[src/rtl/symbol_sorter_if.sv]
// ----------------------------------------------------------------------------
// symbol_sorter_if
// Groups the request/result signals of symbol_sorter into one bundle.
//   start  : request a sort (master -> sorter)
//   num    : number of active channels, 4 bits (master -> sorter)
//   desc   : 1 = largest count first, 0 = smallest first (master -> sorter)
//   counts : N packed W-bit counts, channel k at [k*W +: W] (master -> sorter)
//   idx    : N packed IW-bit ranks, rank r at [r*IW +: IW] (sorter -> master)
//   busy   : sort in progress (sorter -> master)
//   done   : idx holds a completed result (sorter -> master)
// ----------------------------------------------------------------------------
interface symbol_sorter_if #(
   parameter int N  = 6,
   parameter int W  = 8,
   parameter int IW = 3
);
   logic            start;
   logic [3:0]      num;
   logic            desc;
   logic [N*W-1:0]  counts;
   logic [N*IW-1:0] idx;
   logic            busy;
   logic            done;

   modport master (output start, num, desc, counts, input idx, busy, done);
   modport slave  (input start, num, desc, counts, output idx, busy, done);
endinterface

[src/rtl/symbol_sorter.sv]
// ----------------------------------------------------------------------------
// symbol_sorter
// Ranks up to N channel counts by repeated selection: every pass scans the
// active channels one per cycle, keeps the best not-yet-selected candidate
// and writes it to the next rank slot. The last pass also writes the single
// remaining channel, so a sort of n channels takes (n-1)*n SCAN cycles.
//   clk   : clock, rising edge
//   reset : asynchronous, active-low reset
//   bus   : symbol_sorter_if.slave (start/num/desc/counts in, idx/busy/done out)
// ----------------------------------------------------------------------------
module symbol_sorter #(
   parameter int N  = 6,
   parameter int W  = 8,
   parameter int IW = 3
) (
   input  logic           clk,
   input  logic           reset,
   symbol_sorter_if.slave bus
);
   localparam int             CW  = 4;
   localparam logic [CW-1:0]  N_C = CW'(N);

   typedef enum logic [1:0] {IDLE = 2'd0, SCAN = 2'd1, DONE = 2'd2} state_t;

   state_t          state_r, state_s;
   logic [W-1:0]    cap_r [N];
   logic            desc_r;
   logic [CW-1:0]   n_r;
   logic [N-1:0]    mask_r;
   logic [IW-1:0]   cnt_r;
   logic [IW-1:0]   pass_r;
   logic            cand_valid_r;
   logic [IW-1:0]   cand_idx_r;
   logic [W-1:0]    cand_val_r;
   logic [IW-1:0]   idx_r [N];
   logic            busy_r;
   logic            done_r;

   logic [CW-1:0]   n_in_s;
   logic            accept_s;
   logic [W-1:0]    cur_val_s;
   logic            better_s;
   logic [IW-1:0]   win_idx_s;
   logic            last_s;
   logic            final_s;
   logic [IW-1:0]   rem_idx_s;

   assign accept_s = bus.start && ((state_r == IDLE) || (state_r == DONE));

   // Clamp the requested channel count to the number of physical channels.
   always_comb begin
      n_in_s = bus.num;
      if (bus.num > N_C) begin
         n_in_s = N_C;
      end else begin
         n_in_s = bus.num;
      end
   end

   // Candidate tracking: strict comparison keeps the lower index on ties.
   always_comb begin
      cur_val_s = cap_r[cnt_r];
      better_s  = 1'b0;
      if (mask_r[cnt_r]) begin
         better_s = 1'b0;
      end else if (!cand_valid_r) begin
         better_s = 1'b1;
      end else if (desc_r) begin
         better_s = (cur_val_s > cand_val_r);
      end else begin
         better_s = (cur_val_s < cand_val_r);
      end
      win_idx_s = better_s ? cnt_r : cand_idx_r;
      last_s    = (CW'(cnt_r) == (n_r - 4'd1));
      final_s   = last_s && (CW'(pass_r) == (n_r - 4'd2));
   end

   // Lowest active channel that is neither selected nor this pass's winner.
   always_comb begin
      rem_idx_s = '0;
      for (int k = N - 1; k >= 0; k--) begin
         rem_idx_s = ((CW'(k) < n_r) && !mask_r[k] && (IW'(k) != win_idx_s))
                     ? IW'(k) : rem_idx_s;
      end
   end

   // Next-state logic.
   always_comb begin
      state_s = state_r;
      case (state_r)
         IDLE, DONE: begin
            if (accept_s) begin
               state_s = (n_in_s < 4'd2) ? DONE : SCAN;
            end else begin
               state_s = state_r;
            end
         end
         SCAN: begin
            if (final_s) begin
               state_s = DONE;
            end else begin
               state_s = SCAN;
            end
         end
         default: state_s = IDLE;
      endcase
   end

   // State register with registered status outputs.
   always_ff @(posedge clk or negedge reset) begin
      if (!reset) begin
         state_r <= IDLE;
         busy_r  <= 1'b0;
         done_r  <= 1'b0;
      end else begin
         state_r <= state_s;
         busy_r  <= (state_s == SCAN);
         done_r  <= (state_s == DONE);
      end
   end

   // Capture on accept, then one scan step per cycle.
   always_ff @(posedge clk or negedge reset) begin
      if (!reset) begin
         desc_r       <= 1'b0;
         n_r          <= 4'd0;
         mask_r       <= '0;
         cnt_r        <= '0;
         pass_r       <= '0;
         cand_valid_r <= 1'b0;
         cand_idx_r   <= '0;
         cand_val_r   <= '0;
         for (int r = 0; r < N; r++) begin
            cap_r[r] <= '0;
            idx_r[r] <= IW'(r);
         end
      end else begin
         case (state_r)
            IDLE, DONE: begin
               if (accept_s) begin
                  desc_r       <= bus.desc;
                  n_r          <= n_in_s;
                  mask_r       <= '0;
                  cnt_r        <= '0;
                  pass_r       <= '0;
                  cand_valid_r <= 1'b0;
                  cand_idx_r   <= '0;
                  cand_val_r   <= '0;
                  // Unused rank slots read back as their own index.
                  for (int r = 0; r < N; r++) begin
                     cap_r[r] <= bus.counts[r*W +: W];
                     idx_r[r] <= IW'(r);
                  end
               end
            end
            SCAN: begin
               if (last_s) begin
                  idx_r[pass_r]     <= win_idx_s;
                  mask_r[win_idx_s] <= 1'b1;
                  pass_r            <= pass_r + IW'(1);
                  cnt_r             <= '0;
                  cand_valid_r      <= 1'b0;
                  cand_idx_r        <= '0;
                  cand_val_r        <= '0;
                  if (final_s) begin
                     idx_r[n_r - 4'd1] <= rem_idx_s;
                  end
               end else begin
                  cnt_r <= cnt_r + IW'(1);
                  if (better_s) begin
                     cand_valid_r <= 1'b1;
                     cand_idx_r   <= cnt_r;
                     cand_val_r   <= cur_val_s;
                  end
               end
            end
            default: begin
               cnt_r <= '0;
            end
         endcase
      end
   end

   genvar g;
   for (g = 0; g < N; g++) begin : g_idx
      assign bus.idx[g*IW +: IW] = idx_r[g];
   end
   assign bus.busy = busy_r;
   assign bus.done = done_r;

endmodule
[src/flat_wrapper.sv]
// flat-port wrapper written by rule: the top's interface ports become plain ports
module symbol_sorter_flat 
#(
   parameter int N  = 6,
   parameter int W  = 8,
   parameter int IW = 3
)
  (clk, reset, bus_start, bus_num, bus_desc, bus_counts, bus_idx, bus_busy, bus_done);
  symbol_sorter_if #(.N(N), .W(W), .IW(IW)) bus_i ();
  input  logic clk;
  input  logic reset;
  input wire logic [$bits(bus_i.start)-1:0] bus_start;
  input wire logic [$bits(bus_i.num)-1:0] bus_num;
  input wire logic [$bits(bus_i.desc)-1:0] bus_desc;
  input wire logic [$bits(bus_i.counts)-1:0] bus_counts;
  output wire logic [$bits(bus_i.idx)-1:0] bus_idx;
  output wire logic [$bits(bus_i.busy)-1:0] bus_busy;
  output wire logic [$bits(bus_i.done)-1:0] bus_done;
  assign bus_i.start = bus_start;
  assign bus_i.num = bus_num;
  assign bus_i.desc = bus_desc;
  assign bus_i.counts = bus_counts;
  assign bus_idx = bus_i.idx;
  assign bus_busy = bus_i.busy;
  assign bus_done = bus_i.done;
  symbol_sorter #(.N(N), .W(W), .IW(IW)) u_core (.clk(clk), .reset(reset), .bus(bus_i));
endmodule
[config.mk]
export PLATFORM = sky130hd
export DESIGN_NAME = symbol_sorter_flat
export DESIGN_NICKNAME = d
export VERILOG_FILES = /design/src/rtl/symbol_sorter_if.sv /design/src/rtl/symbol_sorter.sv /design/src/flat_wrapper.sv
export SDC_FILE = /design/constraint.sdc
export NUM_CORES = 1
export LEC_CHECK = 0
export BUFFER_PORTS_ARGS = -buffer_cell sky130_fd_sc_hd__clkbuf_2
export CORE_MARGIN = 2
export CORE_UTILIZATION = 35
export CTS_CLUSTER_DIAMETER = 100
export CTS_CLUSTER_SIZE = 40
export DETAILED_ROUTE_END_ITERATION = 12
export HOLD_SLACK_MARGIN = 0.1
export PLACE_DENSITY = 0.58
export SYNTH_ARGS = -nofsm -noshare
export SYNTH_HDL_FRONTEND = slang
export SYNTH_SLANG_ARGS = --single-unit
[constraint.sdc]
create_clock -name clk -period 11 [get_ports clk]
set_clock_uncertainty 0.15 [all_clocks]
set_input_delay 1.1 -clock clk [delete_from_list [all_inputs] [get_ports clk]]
set_output_delay 1.1 -clock clk [all_outputs]
set_load 0.005 [all_outputs]
# Word-level counts from Yosys, hierarchy flattened
# Cells that the tools add are included.
# classes
add_sub_neg,4
magnitude_cmp,18
n_eq_ne,14
n_mux,50
n_bitwise,4
reduce_logical,32
# ops
cell,count
two-way mux 18 bit,3
two-way mux 8 bit,5
two-way mux 3 bit,13
bitwise mux 18 bit,2
case mux 18 bit (2 select lines),1
binary-select mux 8 bit (select 3 bit),1
demux 3 bit (select 3 bit),2
case mux 3 bit (2 select lines),3
logical AND 1 bit,17
case mux 8 bit (2 select lines),1
two-way mux 6 bit,2
case mux 6 bit (2 select lines),1
== test 3 x 4 -> 1 bit,2
"greater-or-equal comparator 4 bit, second input constant",2
greater-than comparator 8 bit,1
"< comparator 1 x 4 -> 1 bit, first input constant",2
"< comparator 2 x 4 -> 1 bit, first input constant",2
"< comparator 3 x 4 -> 1 bit, first input constant",2
"< comparator 3 x 4 -> 1 bit, second input constant",2
< comparator 8 bit,1
two-way mux 1 bit,8
inverter 3 -> 4 bit,2
"adder 3 x 1 -> 3 bit, second input constant",2
zero test 1 bit,6
30 further kinds,39
# totals
regBits,99
inputBits,56
output_inout_bits,20
elab_cells,145

# Depth between registers and ports, before layout
# logic_depth
ltp_word,21
depth_mapped,17
ltp_nobuf,13

# Worst setup path before layout
# No wires, ideal clock.
# synth_timing
path_kind,reg2reg
startpoint,register u_core.cnt_r[0]
endpoint,"register u_core.idx_r, in the netlist u_core.bus.idx[9]"
setup_time_ns,0.063
arrival_time_ns,4.049
t_required_ns,10.787
slack_ns,6.738
path_stages_with_launch,15
path_buffers,3
synth_period_minus_slack_ns,4.262
cell_sequence,dfrtp_1 -> buf_6 -> clkbuf_1 -> clkbuf_1 -> mux2i_1 -> o21ai_0 -> ha_1 -> nand4_1 -> nand2b_1 -> a211o_1 -> o211a_1 -> or4b_1 -> o311a_2 -> a221oi_2 -> o221a_1
# synth_between
elab_chain_cells,21
word_cells_on_any_way,39
cone_classes,order compare: 2; eq/ne: 7; mux: 20; bitwise: 1; reduce/logical: 9
# synth_rtl
item,line,rtl
"start, declared",symbol_sorter.sv:30,logic [IW-1:0] cnt_r;
"start signal, assigned",symbol_sorter.sv:169,cnt_r <= cnt_r + IW'(1);
inverter 3 -> 4 bit (implied by the code),symbol_sorter.sv:62,cur_val_s = cap_r[cnt_r];
binary-select mux 8 bit (select 3 bit),symbol_sorter.sv:62,
two-way mux 8 bit (implied by the code) (2 in series),symbol_sorter.sv:62,
< comparator 8 bit or greater-than comparator 8 bit (tied branches),"symbol_sorter.sv:71, symbol_sorter.sv:69",
two-way mux 1 bit,symbol_sorter.sv:68,end else if (desc_r) begin
two-way mux 1 bit,symbol_sorter.sv:66,end else if (!cand_valid_r) begin
two-way mux 1 bit,symbol_sorter.sv:64,if (mask_r[cnt_r]) begin
two-way mux 3 bit,-,
inequality test 3 bit,symbol_sorter.sv:82,rem_idx_s = ((CW'(k) < n_r) && !mask_r[k] && (IW'(k) != win_idx_s))
logical AND 1 bit,symbol_sorter.sv:82,
two-way mux 3 bit (6 in series),symbol_sorter.sv:83,? IW'(k) : rem_idx_s;
bitwise mux 18 bit,symbol_sorter.sv:166,idx_r[n_r - 4'd1] <= rem_idx_s;
two-way mux 18 bit,symbol_sorter.sv:165,if (final_s) begin
two-way mux 18 bit,symbol_sorter.sv:157,if (last_s) begin
case mux 18 bit (2 select lines),symbol_sorter.sv:138,case (state_r)
"end signal, assigned by index",symbol_sorter.sv:135,idx_r[r] <= IW'(r);
"end signal, assigned by index",symbol_sorter.sv:158,idx_r[pass_r] <= win_idx_s;
"end signal, assigned by index",symbol_sorter.sv:166,
"end, declared",symbol_sorter.sv:35,logic [IW-1:0] idx_r [N];
# Several ways; a longest one is shown, not always the timed one. The select of a mux whose other input is x is not followed.
# A chain may end at the register's enable or synchronous reset.

# Worst setup path after layout
# layout_timing
startpoint,register u_core.cnt_r[0]
endpoint,"register u_core.idx_r, in the netlist u_core.bus.idx[16]"
# layout_between
elab_chain_cells,20
word_cells_on_any_way,36
cone_classes,order compare: 2; eq/ne: 6; mux: 19; bitwise: 1; reduce/logical: 8
# layout_rtl
item,line
inverter 3 -> 4 bit (implied by the code),symbol_sorter.sv:62
binary-select mux 8 bit (select 3 bit),symbol_sorter.sv:62
two-way mux 8 bit (implied by the code) (2 in series),symbol_sorter.sv:62
< comparator 8 bit or greater-than comparator 8 bit (tied branches),"symbol_sorter.sv:71, symbol_sorter.sv:69"
two-way mux 1 bit,symbol_sorter.sv:68
two-way mux 1 bit,symbol_sorter.sv:66
two-way mux 1 bit,symbol_sorter.sv:64
two-way mux 3 bit,-
inequality test 3 bit,symbol_sorter.sv:82
logical AND 1 bit,symbol_sorter.sv:82
two-way mux 3 bit (5 in series),symbol_sorter.sv:83
bitwise mux 18 bit,symbol_sorter.sv:166
two-way mux 18 bit,symbol_sorter.sv:165
two-way mux 18 bit,symbol_sorter.sv:157
case mux 18 bit (2 select lines),symbol_sorter.sv:138
# Several ways; a longest one is shown, not always the timed one. The select of a mux whose other input is x is not followed.

==> metrics.md <==
| Metric | Value |
|---|---|
| Remaining antenna violation count after routing | `0` |
| Final Cycle Share | `45.6%` |
| PortBufs | `75` |
| Register area share after synthesis | `46.6%` |
| Syn_area_per_cell | `8.85 µm²` |
| DP Wirelength | `9920 µm` |
| Clock-pin slew on the worst setup and hold paths | `0.08 ns` |
| Worst path arrival time | `5.08 ns` |
| Status | `finished clean` |
| Yosys warns | `0` |
| DRT Wirelength | `14,000 µm` |
| Synth Instances | `603` |
| CTS Hold Bufs | `0` |
| Slew HR | `24.6%` |
| Via count | `4,610` |
| Vias in the first global route | `4,634` |
| Min Clock Period, post-route | `5.01 ns` |
| Drt via density | `5.37` |
| Setup violators final | `0` |
| Pwr dens | `321 nW/µm²` |
| RD Place Congestion | `0.914` |
| Flop pwr share | `31.2%` |
| R2r startpoint | `u_core.cnt_r[0]` |
| Worst Path Max Fanout | `19` |
| # resized after CTS | `0` |
| Crit path cell chain | `buf_4 -> mux4_2 -> nand2_1 -> o21ai_0 -> ha_1 -> nor2b_1 -> o211ai_1 -> a21oi_1 -> o211ai_1 -> nand2_1 -> mux2i_1 -> o21ai_0 -> a32oi_1 -> o31ai_1` |
| WL per Instance | `16.4 µm` |
| Antenna cell count | `0` |
| Initial Util | `35.5%` |
| Final Net Count | `736` |
| CORE AREA | `15,000 µm²` |
| Critical path class | `flip-flop to flip-flop` |
| Yosys cell types | `58` |
| Synth async-reset ratio | `100%` |
| I/O Pins | `76` |
| Slowest stage delay, CP | `0.81 ns` |
| Tot GR Track Use | `18.3%` |
| Crit path required time | `11.07 ns` |
| Slowest stage cell, crit path | `mux2i_1` |
| Worst skew pair latency | `0.35 ns` |
| Sink Count | `99` |
| Crit start category | `flip-flop` |
| Setup Buffers After CTS | `0` |
| Pleak | `2.99 nW` |
| Tightest Pin Transition | `1.13 ns` |
| Setup Total Neg Slack | `0 ns` |
| Mapped Area | `5330 µm²` |
| DRC | `0` |
| Width of the die | `127 µm` |
| VDD IR-drop max | `0.000124 V` |
| RSZ-0062 raised after global routing | `false` |
| Total Die Area | `16,200 µm²` |
| Top_reg_cell synth | `dfrtp_1` |
| CP startpoint | `u_core.cnt_r[0]` |
| Min-Delay Path Class | `flip-flop to flip-flop` |
| Post-synth EDFFs | `0` |
| Hold WS | `0.327 ns` |
| Rows | `45` |
| Register area | `2490 µm²` |
| Die Span Y | `127 µm` |
| Share of cells above drive strength 1 | `17.9%` |
| Clock share of power | `16.1%` |
| Internal power | `0.00106 W` |
| Max-slew violations | `0` |
| Net switching power | `0.000918 W` |
| DRT Pass-1 Iters | `5` |
| Starting DRT DRC Count | `215` |
| Worst R2R Setup Slack | `5.99 ns` |
| Total CTS buffers | `9` |
| Sw frac | `46.3%` |
| Total congestion overflow | `0` |
| Antenna violations before repair | `0` |
| Area of the multi-input gates | `2670 µm²` |
| Crit end category | `flip-flop` |
| Max_cap viols | `0` |
| Min-delay src | `u_core.cap_r[6]` |
| Fmax | `199 MHz` |
| Root buffer cell | `clkbuf_16` |
| Fillers | `1,471` |
| CTS tree | `built` |
| Seq cells post-synth | `99` |
| Final Hold Viols | `0` |
| Combinational share of power | `52.7%` |
| Maximum number of pins on one net before global-route repair | `67` |
| Deepest clock path buffer count | `2` |
| Syn_nets | `674` |
| Area Overhead vs Synth | `15.7%` |
| H-tree levels | `3` |
| First-pass GRT wire length | `23,800 µm` |
| Final Power | `0.00198 W` |
==> final cells by class <==
class                           instances  share of cell area, %
Inverter                               19                   1.16
Clock buffer                           11                   3.93
Sequential cell                        99                   40.3
Timing Repair Buffer                   79                   6.61
Tap cell                              188                   3.81
Multi-Input combinational cell        457                   43.3
Clock inverter                          5                  0.892
==> sequential cells by signal (all words and copies together), names as in the netlist, 3 cells and up <==
register,count
u_core.cnt_r,3
u_core.mask_r,6
u_core.cand_idx_r,3
u_core.bus.idx,18
u_core.cap_r,48
u_core.n_r,4
u_core.cand_val_r,8
u_core.pass_r,3
==> cell families after synthesis <==
family,count (synthesis),synth area share [%]
adder cells (fa/ha/maj),15,3.52
AO/OA/AOI/OAI,134,16.7
XOR/XNOR,10,1.64
buffers and inverters,47,3.50
AND/OR/NAND/NOR,276,21.7
flip-flops,99,46.6
multiplexers,22,6.24
==> worst max-delay path, delay by kind of cell, from the launching register on <==
kind	cells	cell delay (ns)
AOI/OAI and AO/OA	7	1.50
muxes	2	1.36
and+or+nand+nor	3	0.58
DFF	1	0.55
buffers and inverters	1	0.40
adders and majority gates	1	0.34
==> path summary, 6_finish.rpt <==
path,to,cells after the start
max in group asynchronous,u_core.bus.busy,2
max reg2reg,u_core.bus.idx[16],14
min,u_core.cap_r[6],2
min in group asynchronous,u_core.bus.idx[11],1
max,u_core.bus.idx[16],14
min reg2reg,u_core.cap_r[6],2
==> power by group through the flow <==
stage | logic, W | registers (W) | clock network (W)
floorplan | 0.000800 | 0.000574 | 0
global placement | 0.00101 | 0.000622 | 0
detailed placement | 0.00102 | 0.000624 | 0
CTS | 0.00103 | 0.000618 | 0.000327
global route | 0.00118 | 0.000638 | 0.000342
finish | 0.00104 | 0.000618 | 0.000319
==> per-layer routing <==
metal | GRT usage [%] | share of wire [%] | vias to the layer above
met5 | 0 | 0 | -
met4 | 7.69 | 2.2 | 0
met3 | 3.27 | 5.3 | 25
met2 | 26.5 | 44 | 148
li1 | - | - | 2214
met1 | 27.1 | 49 | 2223
==> cells in the mapped netlist, types with 6 or more instances <==
cell / n / area (µm²)
o211ai_1: 8 / 60.1
mux4_2: 9 / 203
a22o_1: 10 / 87.6
dfrtp_1: 92 / 2300
inv_1: 19 / 71.3
clkbuf_1: 25 / 93.8
nor2_1: 41 / 154
xor2_1: 6 / 52.6
dfstp_2: 7 / 184
nand2_1: 186 / 698
ha_1: 15 / 188
nand2b_1: 9 / 56.3
nand3_1: 10 / 50.1
a21oi_1: 28 / 140
mux2i_1: 13 / 130
o21ai_0: 39 / 195
==> layout by cell type, fill, tap and decap left out, types with 9 or more instances in the layout <==
master     instances
a21oi_1           28
a22o_1            10
clkbuf_16          9
clkbuf_2          74
dfrtp_1           92
ha_1              15
inv_1             19
mux2i_1           13
mux4_2             9
nand2_1          186
nand3_1           10
nor2_1            41
o21ai_0           39
==> through the flow <==
step | setup slack, ns | std cells | instance area, µm² | utilization, %
detailed placement | 6.17 | 842 | 5870 | 39.1
global placement | 6.27 | 842 | 5870 | 39.1
CTS | 6.13 | 858 | 6170 | 41.0
global route | 5.55 | 858 | 6170 | 41.0
floorplan | 6.74 | 603 | 5330 | -
finish | 5.99 | 858 | 6170 | 41.0
Power figures use the tool's default switching activity.
